===== src/rtl/v1_filter_event_ctrl_pkg.sv =====
// Shared settings and types for the v1 filter event controller and the downstream packer.
package v1_filter_event_ctrl_pkg;

   localparam int SIZE_FILTER_DATA = 16;
   localparam int SIZE_TS          = 32;
   localparam int SIZE_LOST        = 16;
   localparam int MAX_RISE         = 64;
   localparam int DEAD_TIME        = 16;
   localparam logic [SIZE_FILTER_DATA-1:0] DEFAULT_THRESHOLD = 16'd100;

   typedef enum logic [1:0] {
      IDLE  = 2'd0,
      TRACK = 2'd1,
      OUT   = 2'd2,
      DEAD  = 2'd3
   } v1_ev_state_t;

   typedef struct packed {
      logic [SIZE_FILTER_DATA-1:0] amplitude;
      logic [SIZE_TS-1:0]          timestamp;
      logic                        timeout;
   } v1_event_t;

endpackage


===== src/rtl/v1_filter_event_ctrl.sv =====
// Arms on a threshold crossing of the signed filter stream, tracks the pulse peak and
// hands one event record per pulse downstream, followed by a dead time.
module v1_filter_event_ctrl
   import v1_filter_event_ctrl_pkg::*;
#(
   parameter int MAX_RISE  = v1_filter_event_ctrl_pkg::MAX_RISE,
   parameter int DEAD_TIME = v1_filter_event_ctrl_pkg::DEAD_TIME
) (
   input  logic                        clk,
   input  logic                        reset,
   input  logic                        enable,
   input  logic [SIZE_FILTER_DATA-1:0] threshold,
   input  logic [SIZE_FILTER_DATA-1:0] filter_data,
   output logic                        event_valid,
   input  logic                        event_ready,
   output logic [SIZE_FILTER_DATA-1:0] event_amplitude,
   output logic [SIZE_TS-1:0]          event_time,
   output logic                        event_timeout,
   output logic                        busy,
   output logic [SIZE_LOST-1:0]        lost_count,
   output v1_ev_state_t                debug_state
);

   // Handshake: the record transfers on any rising edge where event_valid && event_ready;
   // valid never drops and the record never changes until that transfer happens.

   localparam int RW = $clog2(MAX_RISE + 1);
   localparam int DW = (DEAD_TIME > 0) ? $clog2(DEAD_TIME + 1) : 1;

   v1_ev_state_t                state;
   logic [SIZE_TS-1:0]          ts;
   logic [SIZE_TS-1:0]          t0;
   logic [SIZE_FILTER_DATA-1:0] peak;
   logic [RW-1:0]               rise_cnt;
   logic [DW-1:0]               dead_cnt;
   logic                        prev_above;
   v1_event_t                   ev_q;

   logic above;
   logic rising;
   logic rise_limit;
   logic lost_event;

   assign above      = $signed(filter_data) > $signed(threshold);
   assign rising     = above && !prev_above;
   assign rise_limit = (rise_cnt == RW'(MAX_RISE));
   assign lost_event = rising && ((state == OUT) || (state == DEAD));

   always_ff @(posedge clk) begin
      if (reset) begin
         state       <= IDLE;
         ts          <= '0;
         t0          <= '0;
         peak        <= '0;
         rise_cnt    <= '0;
         dead_cnt    <= '0;
         prev_above  <= 1'b0;
         ev_q        <= '0;
         event_valid <= 1'b0;
         busy        <= 1'b0;
         lost_count  <= '0;
      end else begin
         ts         <= ts + 1'b1;
         prev_above <= above;
         if (lost_event && (lost_count != '1))
            lost_count <= lost_count + 1'b1;

         case (state)
            IDLE: begin
               if (enable && above) begin
                  state    <= TRACK;
                  busy     <= 1'b1;
                  peak     <= filter_data;
                  t0       <= ts;
                  rise_cnt <= RW'(1);
               end
            end
            TRACK: begin
               // The closing sample (below threshold or at the rise limit) never feeds the peak.
               if (rise_limit || !above) begin
                  state          <= OUT;
                  event_valid    <= 1'b1;
                  ev_q.amplitude <= peak;
                  ev_q.timestamp <= t0;
                  ev_q.timeout   <= rise_limit;
               end else begin
                  if ($signed(filter_data) > $signed(peak))
                     peak <= filter_data;
                  rise_cnt <= rise_cnt + 1'b1;
               end
            end
            OUT: begin
               if (event_ready) begin
                  event_valid <= 1'b0;
                  if (DEAD_TIME == 0) begin
                     state <= IDLE;
                     busy  <= 1'b0;
                  end else begin
                     state    <= DEAD;
                     dead_cnt <= DW'(DEAD_TIME);
                  end
               end
            end
            DEAD: begin
               if (dead_cnt <= DW'(1)) begin
                  state <= IDLE;
                  busy  <= 1'b0;
               end else begin
                  dead_cnt <= dead_cnt - 1'b1;
               end
            end
            default: begin
               state <= IDLE;
               busy  <= 1'b0;
            end
         endcase
      end
   end

   assign event_amplitude = ev_q.amplitude;
   assign event_time      = ev_q.timestamp;
   assign event_timeout   = ev_q.timeout;
   assign debug_state     = state;

endmodule


===== config.mk =====
export PLATFORM = sky130hd
export DESIGN_NAME = v1_filter_event_ctrl
export DESIGN_NICKNAME = d
export VERILOG_FILES = /design/src/rtl/v1_filter_event_ctrl_pkg.sv /design/src/rtl/v1_filter_event_ctrl.sv
export SDC_FILE = /design/constraint.sdc
export NUM_CORES = 1
export LEC_CHECK = 0
export ABC_AREA = 1
export CORE_MARGIN = 8
export CORE_UTILIZATION = 57
export CTS_BUF_LIST = sky130_fd_sc_hd__clkbuf_8
export CTS_CLUSTER_DIAMETER = 100
export CTS_CLUSTER_SIZE = 20
export DETAILED_ROUTE_END_ITERATION = 8
export PLACE_DENSITY = 0.83
export SKIP_LAST_GASP = 1
export SLEW_MARGIN = 20
export SYNTH_ARGS = -nofsm -noshare
export SYNTH_HDL_FRONTEND = slang
export SYNTH_SLANG_ARGS = --single-unit

===== constraint.sdc =====
create_clock -name clk -period 2.7 [get_ports clk]
set_clock_uncertainty 0.1 [all_clocks]
set_input_delay 0.27 -clock clk [delete_from_list [all_inputs] [get_ports clk]]
set_output_delay 0.27 -clock clk [all_outputs]
set_load 0.03 [all_outputs]

==> results of run 1 <==
cell usage after synthesis (all sizes together):
cell | number | area share, %
inv | 136 | 6.8
nand3 | 42 | 2.9
nand4 | 15 | 1.3
clkinv | 1 | 0.050
o21ai | 97 | 6.5
o21a | 4 | 0.40
a211oi | 1 | 0.10
o31ai | 1 | 0.10
a21o | 1 | 0.10
nor4 | 5 | 0.50
or2 | 2 | 0.17
nand2 | 162 | 8.3
and3 | 3 | 0.25
o21bai | 1 | 0.10
a31oi | 2 | 0.17
nor3 | 29 | 2.1
xnor2 | 7 | 0.82
nor2 | 124 | 6.3
dfxtp | 162 | 43
clkbuf | 28 | 1.4
nor3b | 3 | 0.30
nand3b | 1 | 0.10
ha | 42 | 7.0
buf | 11 | 0.87
a21oi | 135 | 9.0
xor2 | 11 | 1.3
worst max-delay path: stages:
cell and delay [ns]:
clkdlybuf4s50_1 0.45, inv_1 0.04, ha_1 0.30, nand2_1 0.08, nor2_1 0.13, nand2_1 0.09, inv_1 0.09, o21ai_1 0.09
nand3_1 0.09, nand2_1 0.06, nand2_2 0.13, nand3_1 0.10, nand2_2 0.11, inv_2 0.08, buf_12 0.17, o21ai_0 0.21
a21oi_1 0.07
power by group through the flow:
stage	clock, µW	sequential [µW]	combinational [µW]
2_1_floorplan	0	3400	1370
4_1_cts	2020	2990	2670
6_report	1990	2990	2650
3_3_place_gp	0	3030	2580
3_5_place_dp	0	3040	2650
5_1_grt	2150	3040	2970
area by class of cell:
cell class,instances,area share (%)
clock buffers,18,2.67
clock inverters,14,2.15
inverters,137,5.55
multi-input cells,688,38.7
flip-flops and latches,162,35.0
well taps,176,2.38
repair buffers,123,13.6
kinds of logic (layout without fill, tap and decap cells):
logic type      after synthesis  in the layout  share of synthesized area, %
flops                       162            162                          43.2
fa+ha+maj                    42             42                          7.00
buf+inv                     176            292                          9.11
xor+xnor                     18             18                          2.10
compound gates              242            242                          16.4
simple gates                386            386                          22.2
flip-flops by register name, summed over array words and instances, names as in the netlist:
signal and count:
event_time 32, t0 32, ts 32, event_amplitude 16, lost_count 16, peak 16
rise_cnt 7, dead_cnt 5, debug_state 2, busy 1, event_timeout 1, event_valid 1
prev_above 1
through the flow:
| stage | utilization (%) | setup TNS (ns) | area [µm²] | cells |
|---|---|---|---|---|
| after floorplan | - | 0 | 7510 | 1026 |
| after global placement | 67.7 | 0 | 8820 | 1286 |
| after detailed placement | 67.7 | -1.52 | 8820 | 1286 |
| after CTS | 71.1 | 0 | 9270 | 1318 |
| after global routing | 71.1 | 0 | 9270 | 1318 |
| final | 71.1 | 0 | 9270 | 1318 |
worst paths after layout:
path / from / end / slack, ns / cells past startpoint
max: threshold[15] / event_time[23] / 0.37 / 17
min reg2reg: t0[13] / event_time[13] / 0.35 / 2
max reg2reg: ts[0] / ts[28] / 0.46 / 13
min: filter_data[0] / peak[0] / 0.33 / 3
per-layer routing:
metal | wire length, µm | track usage (%) | vias up
li1 | - | - | 3553
met1 | 7790 | 25.8 | 3140
met2 | 8180 | 35.1 | 151
met3 | 811 | 4.87 | 26
met4 | 336 | 8.64 | 0
met5 | 0 | 0 | -
==> PnR_summary.wiki, run 1 <==
{| class="wikitable"
! Metric !! Value
|-
| Area of the mapped netlist || 7510 µm²
|-
| H-Tree Level Count || 4
|-
| Min-Delay Path Class || in -> reg
|-
| Number of global-route vias before repair || 6508
|-
| Largest net degree at the start of global routing || 65
|-
| GRT Resource Usage Total || 21.1%
|-
| Element type at the critical path end || flip-flop
|-
| Number of search-and-repair iterations in the first detailed-routing pass || 7
|-
| Via density per instance || 5.21
|-
| Syn_nets || 1104
|-
| Top library cells by usage in the layout, fill and taps aside || 162 x dfxtp_1, 157 x nand2_1, 136 x inv_1, 135 x a21oi_1, 122 x nor2_1
|-
| Post-synthesis cell count || 1026
|-
| Longest Clk Path Bufs || 2
|-
| Number of antenna violations at the first check in global routing || 0
|-
| Crit path DAT || 2.58 ns
|-
| First-iteration detailed-routing DRC count || 523
|-
| Storage cell area || 3240 µm²
|-
| Worst Max-Slew Pin Slew || 0.538 ns
|-
| Starting utilization of the core area || 57.6%
|-
| Hold Worst Slack || 0.326 ns
|-
| Critical path startpoint category || input pin
|-
| Sequential share of power || 39.2%
|-
| Number of max-cap violations || 0
|-
| Maximum fanout along the worst path || 43
|-
| Final Max Slew Viols || 0
|-
| Total Power || 7630 µW
|-
| Vert. Die Dim || 131 µm
|-
| Leftover overflow at the end of global routing || 0
|-
| Count of antenna-violating nets left after detailed routing || 0
|-
| Dpl hpwl || 12.0 mm
|-
| Total number of vias || 6870
|-
| RSZ-0062 raised after global routing || no
|-
| Total inserted antenna cells || 0
|-
| Min setup slack post-route || 0.365 ns
|-
| Ratio of cells with drive above 1 in the final layout || 5.78%
|-
| Synth unique cells || 36
|-
| Number of I/O pins || 105
|-
| Multi-input gate area || 3580 µm²
|-
| Cell internal pwr || 4860 µW
|-
| Post-cts resize count || 0
|-
| Num CTS Buffers || 17
|-
| Die area || 17100 µm²
|-
| Clock edge transition at the registers on the reported setup and hold paths || 0.08 ns
|-
| Critical path required time || 2.95 ns
|-
| P per Cell Area || 823 nW/µm²
|-
| Number of failing setup endpoints in the final timing report || 0
|-
| Setup Fix Bufs, Post-CTS || 0
|-
| Standard-cell rows || 42
|-
| Portion of total power attributed to the clock network || 26.0%
|-
| Most common library cell in the layout ignoring fill and taps || dfxtp_1
|-
| Area Growth Syn to Fin || 23.4%
|-
| Final net count || 1207
|-
| Status || complete, no violations
|-
| Sinks on Clock Net || 162
|-
| Worst IR Drop VDD || 0.711 mV
|-
| Per-instance average area after synthesis || 7.32 µm²
|-
| Post-cts hold buffer count || 0
|-
| Routed length per instance || 13.0 µm
|-
| Flip-flop and latch count after synthesis || 162
|-
| Combinational power share || 34.8%
|-
| Minimum clock period || 2.33 ns
|-
| Root Driver || clkbuf_8
|-
| Clock latency on the worst-skew pair || 0.47 ns
|-
| Number of buffers inserted by port buffering || 104
|-
| Die W || 131 µm
|-
| Total Wirelength || 17.1 mm
|-
| Switching power share of the total || 36.3%
|-
| Switch Pwr || 2770 µW
|-
| Hold Vio Cnt, Final || 0
|-
| Pleak || 0.00375 µW
|-
| Relative slew slack || 64.1%
|-
| Final-layout fill cell count || 1087
|-
| Fraction of the cycle the final worst path needs || 86.5%
|-
| Core region area || 13000 µm²
|-
| Highest attainable clock frequency || 428 MHz
|-
| Sequential fraction of the synthesis area || 43.2%
|-
| Pre-CTS WS || -0.0657 ns
|-
| Warning count from the yosys run || 0
|-
| Global-route wire length before repair || 29.3 mm
|-
| GP Congestion || 0.888
|-
| Crit path kind || in -> reg
|-
| TritonCTS clock tree || done
|-
| DRC || 0
|}
Note: power is estimated with default switching activity, not from simulation.
==> run 2, diff against run 1 <==
--- a/config.mk
+++ b/config.mk
@@ -6,6 +6,7 @@
 export NUM_CORES = 1
 export LEC_CHECK = 0
 export ABC_AREA = 1
+export ABC_CLOCK_PERIOD_IN_PS = 2700
 export CORE_MARGIN = 8
 export CORE_UTILIZATION = 57
 export CTS_BUF_LIST = sky130_fd_sc_hd__clkbuf_8
==> results of run 2 <==
Same layout as run 1: the final DEF is identical, and so are final timing and power.
==> RTL change 1, RTL diff (flow settings as in run 1) <==
Change the package constant `MAX_RISE` from 64 to 256.
--- a/src/rtl/v1_filter_event_ctrl_pkg.sv
+++ b/src/rtl/v1_filter_event_ctrl_pkg.sv
@@ -4,7 +4,7 @@
    localparam int SIZE_FILTER_DATA = 16;
    localparam int SIZE_TS          = 32;
    localparam int SIZE_LOST        = 16;
-   localparam int MAX_RISE         = 64;
+   localparam int MAX_RISE         = 256;
    localparam int DEAD_TIME        = 16;
    localparam logic [SIZE_FILTER_DATA-1:0] DEFAULT_THRESHOLD = 16'd100;
 
Formal check against the unedited RTL: no difference found for any inputs over 4 cycles, from zero or initial values and one cycle with reset high; that may be too few to reach the edited logic, so the function may still have changed.
==> RTL change 1 against run 1 <==
Highest routed layer unchanged; largest power group is now combinational cells; cell area up 2.2%; register-to-register slack got worse by 140 ps; synthesized area up 3.5%; power rose by 9.6%; critical path type is now reg2reg; wire length up 4.6%; maximum frequency fell by 1.8%; setup slack worse by 43 ps; count of clock-buffer cells in the layout did not move; sequential share of layout area fell by 0.34 points; sequential cell count grew 2; via count is 4.2% higher; utilization up 0.14 points.
==> RTL change 1: results (changes against run 1) <==
<table>
<tr><th>Metric</th><th>Value</th></tr>
<tr><th colspan="2">Power and ir drop</th></tr>
<tr><td>Combinational group share of total power</td><td>0.402 (+0.054)</td></tr>
<tr><td>Net switching power of the design</td><td>3.24 mW (+17%)</td></tr>
<tr><td>Worst VDD drop</td><td>0.000577 V (-19%)</td></tr>
<tr><td>Power in sequential cells</td><td>3.13 mW (+5%)</td></tr>
<tr><td>Leakage Power</td><td>3.82 nW (+1.7%)</td></tr>
<tr><th colspan="2">Global routing</th></tr>
<tr><td>Global routing met2 resource utilization</td><td>0.352 (+0.00103)</td></tr>
<tr><td>Maximum number of pins on one net before global-route repair</td><td>44 (-32%)</td></tr>
<tr><td>Via count of the first global-routing pass</td><td>6674 (+2.6%)</td></tr>
<tr><td>Met1 track utilization from global routing</td><td>0.240 (-0.0183)</td></tr>
<tr><th colspan="2">Drt</th></tr>
<tr><td>Detailed route wirelength on metal2</td><td>8.79 mm (+7.5%)</td></tr>
<tr><td>Number of search-and-repair iterations in the first detailed-routing pass</td><td>5 (-2)</td></tr>
<tr><td>Drt total wl</td><td>17.9 mm (+4.6%)</td></tr>
<tr><td>Total length of routed met3 wires</td><td>952 µm (+17%)</td></tr>
<tr><td>WL per Instance</td><td>13.3 µm (+2.4%)</td></tr>
<tr><th colspan="2">Cells and area</th></tr>
<tr><td>Multi-input combinational cell area</td><td>3840 µm² (+7.1%)</td></tr>
<tr><td>Layout cell share with drive strength beyond 1</td><td>0.0786 (+0.0208)</td></tr>
<tr><td>Layout Nets</td><td>1236 (+2.4%)</td></tr>
<tr><th colspan="2">Synth</th></tr>
<tr><td>Top cells by count, synth</td><td>nor2_1 (187), dfxtp_1 (164), nand2_1 (153)</td></tr>
<tr><td>Leading cell types by total area after synthesis</td><td>dfxtp_1 (42%), nor2_1 (9.0%), nand2_1 (7.4%)</td></tr>
<tr><td>Synth cell types</td><td>43 (+19%)</td></tr>
<tr><td>Count of mapped cells out of synthesis</td><td>1052 (+2.5%)</td></tr>
<tr><td>Area share of xor/xnor cells in the synthesized design</td><td>0.0169 (-0.00409)</td></tr>
<tr><td>Compound-cell area share of the yosys netlist</td><td>0.147 (-0.0176)</td></tr>
<tr><th colspan="2">STA</th></tr>
<tr><td>Pin slew with the least headroom to its limit</td><td>521 ps (-17.0 ps)</td></tr>
<tr><th colspan="2">Worst setup path</th></tr>
<tr><td>Peak per-stage delay on the critical path</td><td>330 ps (-120 ps)</td></tr>
<tr><td>CP top delay family</td><td>simple AND/OR/NAND/NOR gates</td></tr>
<tr><th colspan="2">Place</th></tr>
<tr><td>Total cell area at the placement stage</td><td>9050 µm² (+2.6%)</td></tr>
<tr><td>HPWL reported at the end of detailed placement</td><td>13.1 mm (+9.3%)</td></tr>
<tr><td>Final Wtd Congestion</td><td>0.910 (+2.5%)</td></tr>
<tr><th colspan="2">Status</th></tr>
<tr><td>Run status</td><td>finished, final reports clean</td></tr>
</table>
==> RTL change 1: cell types whose count changed after synthesis, moves of 5 or more <==
cell / change
nor2_1: +65
a21oi_1: -36
inv_1: -29
clkbuf_1: -10
buf_6: +7
nand3_1: +6
o21ai_0: +6
nand2_2: +5
==> RTL change 1: worst paths after layout <==
| check | start | endpoint | slack (ps) | cells past startpoint |
|---|---|---|---|---|
| worst max-delay path | peak[15] | peak[15] | 320 | 13 |
| worst min-delay path | filter_data[0] | peak[0] | 340 | 3 |
| worst min register to register | ts[0] | ts[0] | 370 | 1 |
| worst max register to register | peak[15] | peak[15] | 320 | 13 |
==> RTL change 1: layout make-up <==
class,count,share of cell area
clock buffer,18,0.0262
clock inverter,14,0.0185
inverter,108,0.0428
multi-input combinational,738,0.405
sequential,164,0.347
tap,176,0.0232
timing repair buffer,129,0.138
==> RTL change 2, RTL diff (config.mk and constraints of run 1) <==
Without the edit above. Make the reset (`reset`) asynchronous in one clocked block.
--- a/src/rtl/v1_filter_event_ctrl.sv
+++ b/src/rtl/v1_filter_event_ctrl.sv
@@ -46,7 +46,7 @@
    assign rise_limit = (rise_cnt == RW'(MAX_RISE));
    assign lost_event = rising && ((state == OUT) || (state == DEAD));
 
-   always_ff @(posedge clk) begin
+   always_ff @(posedge clk or posedge reset) begin
       if (reset) begin
          state       <= IDLE;
          ts          <= '0;
Formal check against the unedited RTL: differs if reset is asserted again (counterexample within 4 cycles, from zero or initial values and one cycle with reset high); with reset held inactive, the same outputs for 4 cycles.
==> RTL change 2 against run 1 <==
Sequential power increased by 6.7%; cell area increased by 5.6%; synthesized cell count decreased by 12%; highest routed layer unchanged; cell count decreased by 7.6%; count of clock-buffer cells in the layout decreased by 1; register-to-register slack improved by 50 ps; sequential cell count unchanged; combinational power increased by 21%; utilization decreased by 0.30 points; critical path type unchanged; wire length increased by 2.4%; power increased by 8.2%; synthesized area increased by 6.7%; largest power group is now combinational cells; setup slack improved by 110 ps.
==> RTL change 2: results (changes against run 1) <==
<table>
<tr><th>Metric</th><th>Value</th></tr>
<tr><th colspan="2">Min path</th></tr>
<tr><td>Worst hold path class</td><td>in2async</td></tr>
<tr><th colspan="2">Worst setup path</th></tr>
<tr><td>Peak per-stage delay on the critical path</td><td>470 ps (+20 ps)</td></tr>
<tr><td>CP top delay family</td><td>simple AND/OR/NAND/NOR gates</td></tr>
<tr><td>CP arrival</td><td>2540 ps (-40 ps)</td></tr>
<tr><th colspan="2">Drt</th></tr>
<tr><td>Detailed route wirelength on metal2</td><td>9.00 mm (+10%)</td></tr>
<tr><td>Number of search-and-repair iterations in the first detailed-routing pass</td><td>5 (-2)</td></tr>
<tr><td>Met1 WL</td><td>7.48 mm (-3.9%)</td></tr>
<tr><td>Total number of vias</td><td>6313 (-8.1%)</td></tr>
<tr><td>Count of routing violations after the opening detailed-route iteration</td><td>324 (-38%)</td></tr>
<tr><td>Vias per Instance</td><td>5.18 (-0.56%)</td></tr>
<tr><td>WL per Instance</td><td>14.4 µm (+11%)</td></tr>
<tr><th colspan="2">Cells and area</th></tr>
<tr><td>Fill cell count</td><td>1028 (-5.4%)</td></tr>
<tr><td>Layout Nets</td><td>1104 (-8.5%)</td></tr>
<tr><td>Area used by sequential logic in the layout</td><td>4050 µm² (+25%)</td></tr>
<tr><td>Layout cell share with drive strength beyond 1</td><td>0.0886 (+0.0308)</td></tr>
<tr><th colspan="2">Global routing</th></tr>
<tr><td>Wire length of the first global-routing pass</td><td>30.0 mm (+2.6%)</td></tr>
<tr><td>Global-route usage over all layers</td><td>0.205 (-0.00546)</td></tr>
<tr><td>Maximum number of pins on one net before global-route repair</td><td>47 (-28%)</td></tr>
<tr><th colspan="2">STA</th></tr>
<tr><td>Worst slew slack as a fraction of its limit</td><td>0.547 (-0.0941)</td></tr>
<tr><th colspan="2">Place</th></tr>
<tr><td>HPWL reported at the end of detailed placement</td><td>12.9 mm (+7.5%)</td></tr>
<tr><td>Pre-CTS setup slack</td><td>9.30 ps (+75.0 ps)</td></tr>
<tr><th colspan="2">Synth</th></tr>
<tr><td>Sequential share of the synthesized area</td><td>0.506 (+0.0739)</td></tr>
<tr><td>Synth cell types</td><td>39 (+8.3%)</td></tr>
<tr><td>Post-Synthesis Mean Instance Area</td><td>8.83 µm² (+21%)</td></tr>
<tr><td>Primary FF master, synth</td><td>dfrtp_1</td></tr>
<tr><td>Fraction of post-synthesis cell area in the top cell type by area</td><td>0.506 (+0.0739)</td></tr>
<tr><td>Syn nets</td><td>986 (-11%)</td></tr>
<tr><td>Leading cell types by total area after synthesis</td><td>dfrtp_1 (51%), nand2_1 (12%), ha_1 (6.6%)</td></tr>
<tr><th colspan="2">Clocking</th></tr>
<tr><td>Number of buffers inserted during clock tree synthesis</td><td>17 (unchanged)</td></tr>
<tr><th colspan="2">Status</th></tr>
<tr><td>Run status</td><td>finished, final reports clean</td></tr>
</table>
## RTL change 2: cell types whose count changed in the layout (fill, tap and decap cells not counted), moves of 17 or more
cell     change
dfrtp_1    +162
dfxtp_1    -162
a21oi_1    -115
nand2_1     +97
nor2_1      -88
o21ai_0     -75
o21ai_1     +34
xor2_1      +26
nand3_1     +21
inv_1       -20
nor3_1      -17
## RTL change 2: cell families (layout without fill, tap and decap cells)
group / count (synthesis) / count (layout) / share of synthesized area
simple gates: 432 / 432 / 0.250
fa+ha+maj: 42 / 42 / 0.0656
flops: 162 / 162 / 0.506
buf+inv: 146 / 276 / 0.0762
compound gates: 83 / 83 / 0.0553
xor+xnor: 43 / 43 / 0.0470
## RTL change 2: worst paths after layout
path	endpoint	slack, ps	depth (start not counted)	start
setup reg to reg	peak[13]	510	13	peak[15]
max in group asynchronous	ts[7]	1640	3	reset
setup / recovery	rise_cnt[1]	470	14	filter_data[11]
min in group clk	peak[0]	340	3	filter_data[0]
hold reg to reg	event_time[8]	380	2	event_time[8]
hold / removal	event_time[27]	150	2	reset
## RTL change 2: layer usage
metal	up-vias	global-route usage
met4	0	0.0655
met2	142	0.350
met1	3010	0.250
met5	-	0
met3	25	0.0520
li1	3136	-
## RTL change 2: worst reg2reg max path, delay by kind of cell (launching register included)
kind / cells / cell delay, ps
and+or+nand+nor: 10 / 1150
adders and majority gates: 1 / 350
DFF: 1 / 350
buffers and inverters: 2 / 150
## RTL change 2: where the power goes
group	internal (mW)	switching [mW]
registers	2.89	0.300
clock network	0.928	0.925
logic	1.19	2.02
total	5.01	3.24
## RTL change 2: final cells by class
cell class                 instances  share of cell area
clock buffer                      17              0.0239
tap                              180              0.0230
clock inverter                    14              0.0184
multi-input combinational        600               0.342
sequential                       162               0.414
timing repair buffer             126               0.132
inverter                         119              0.0460
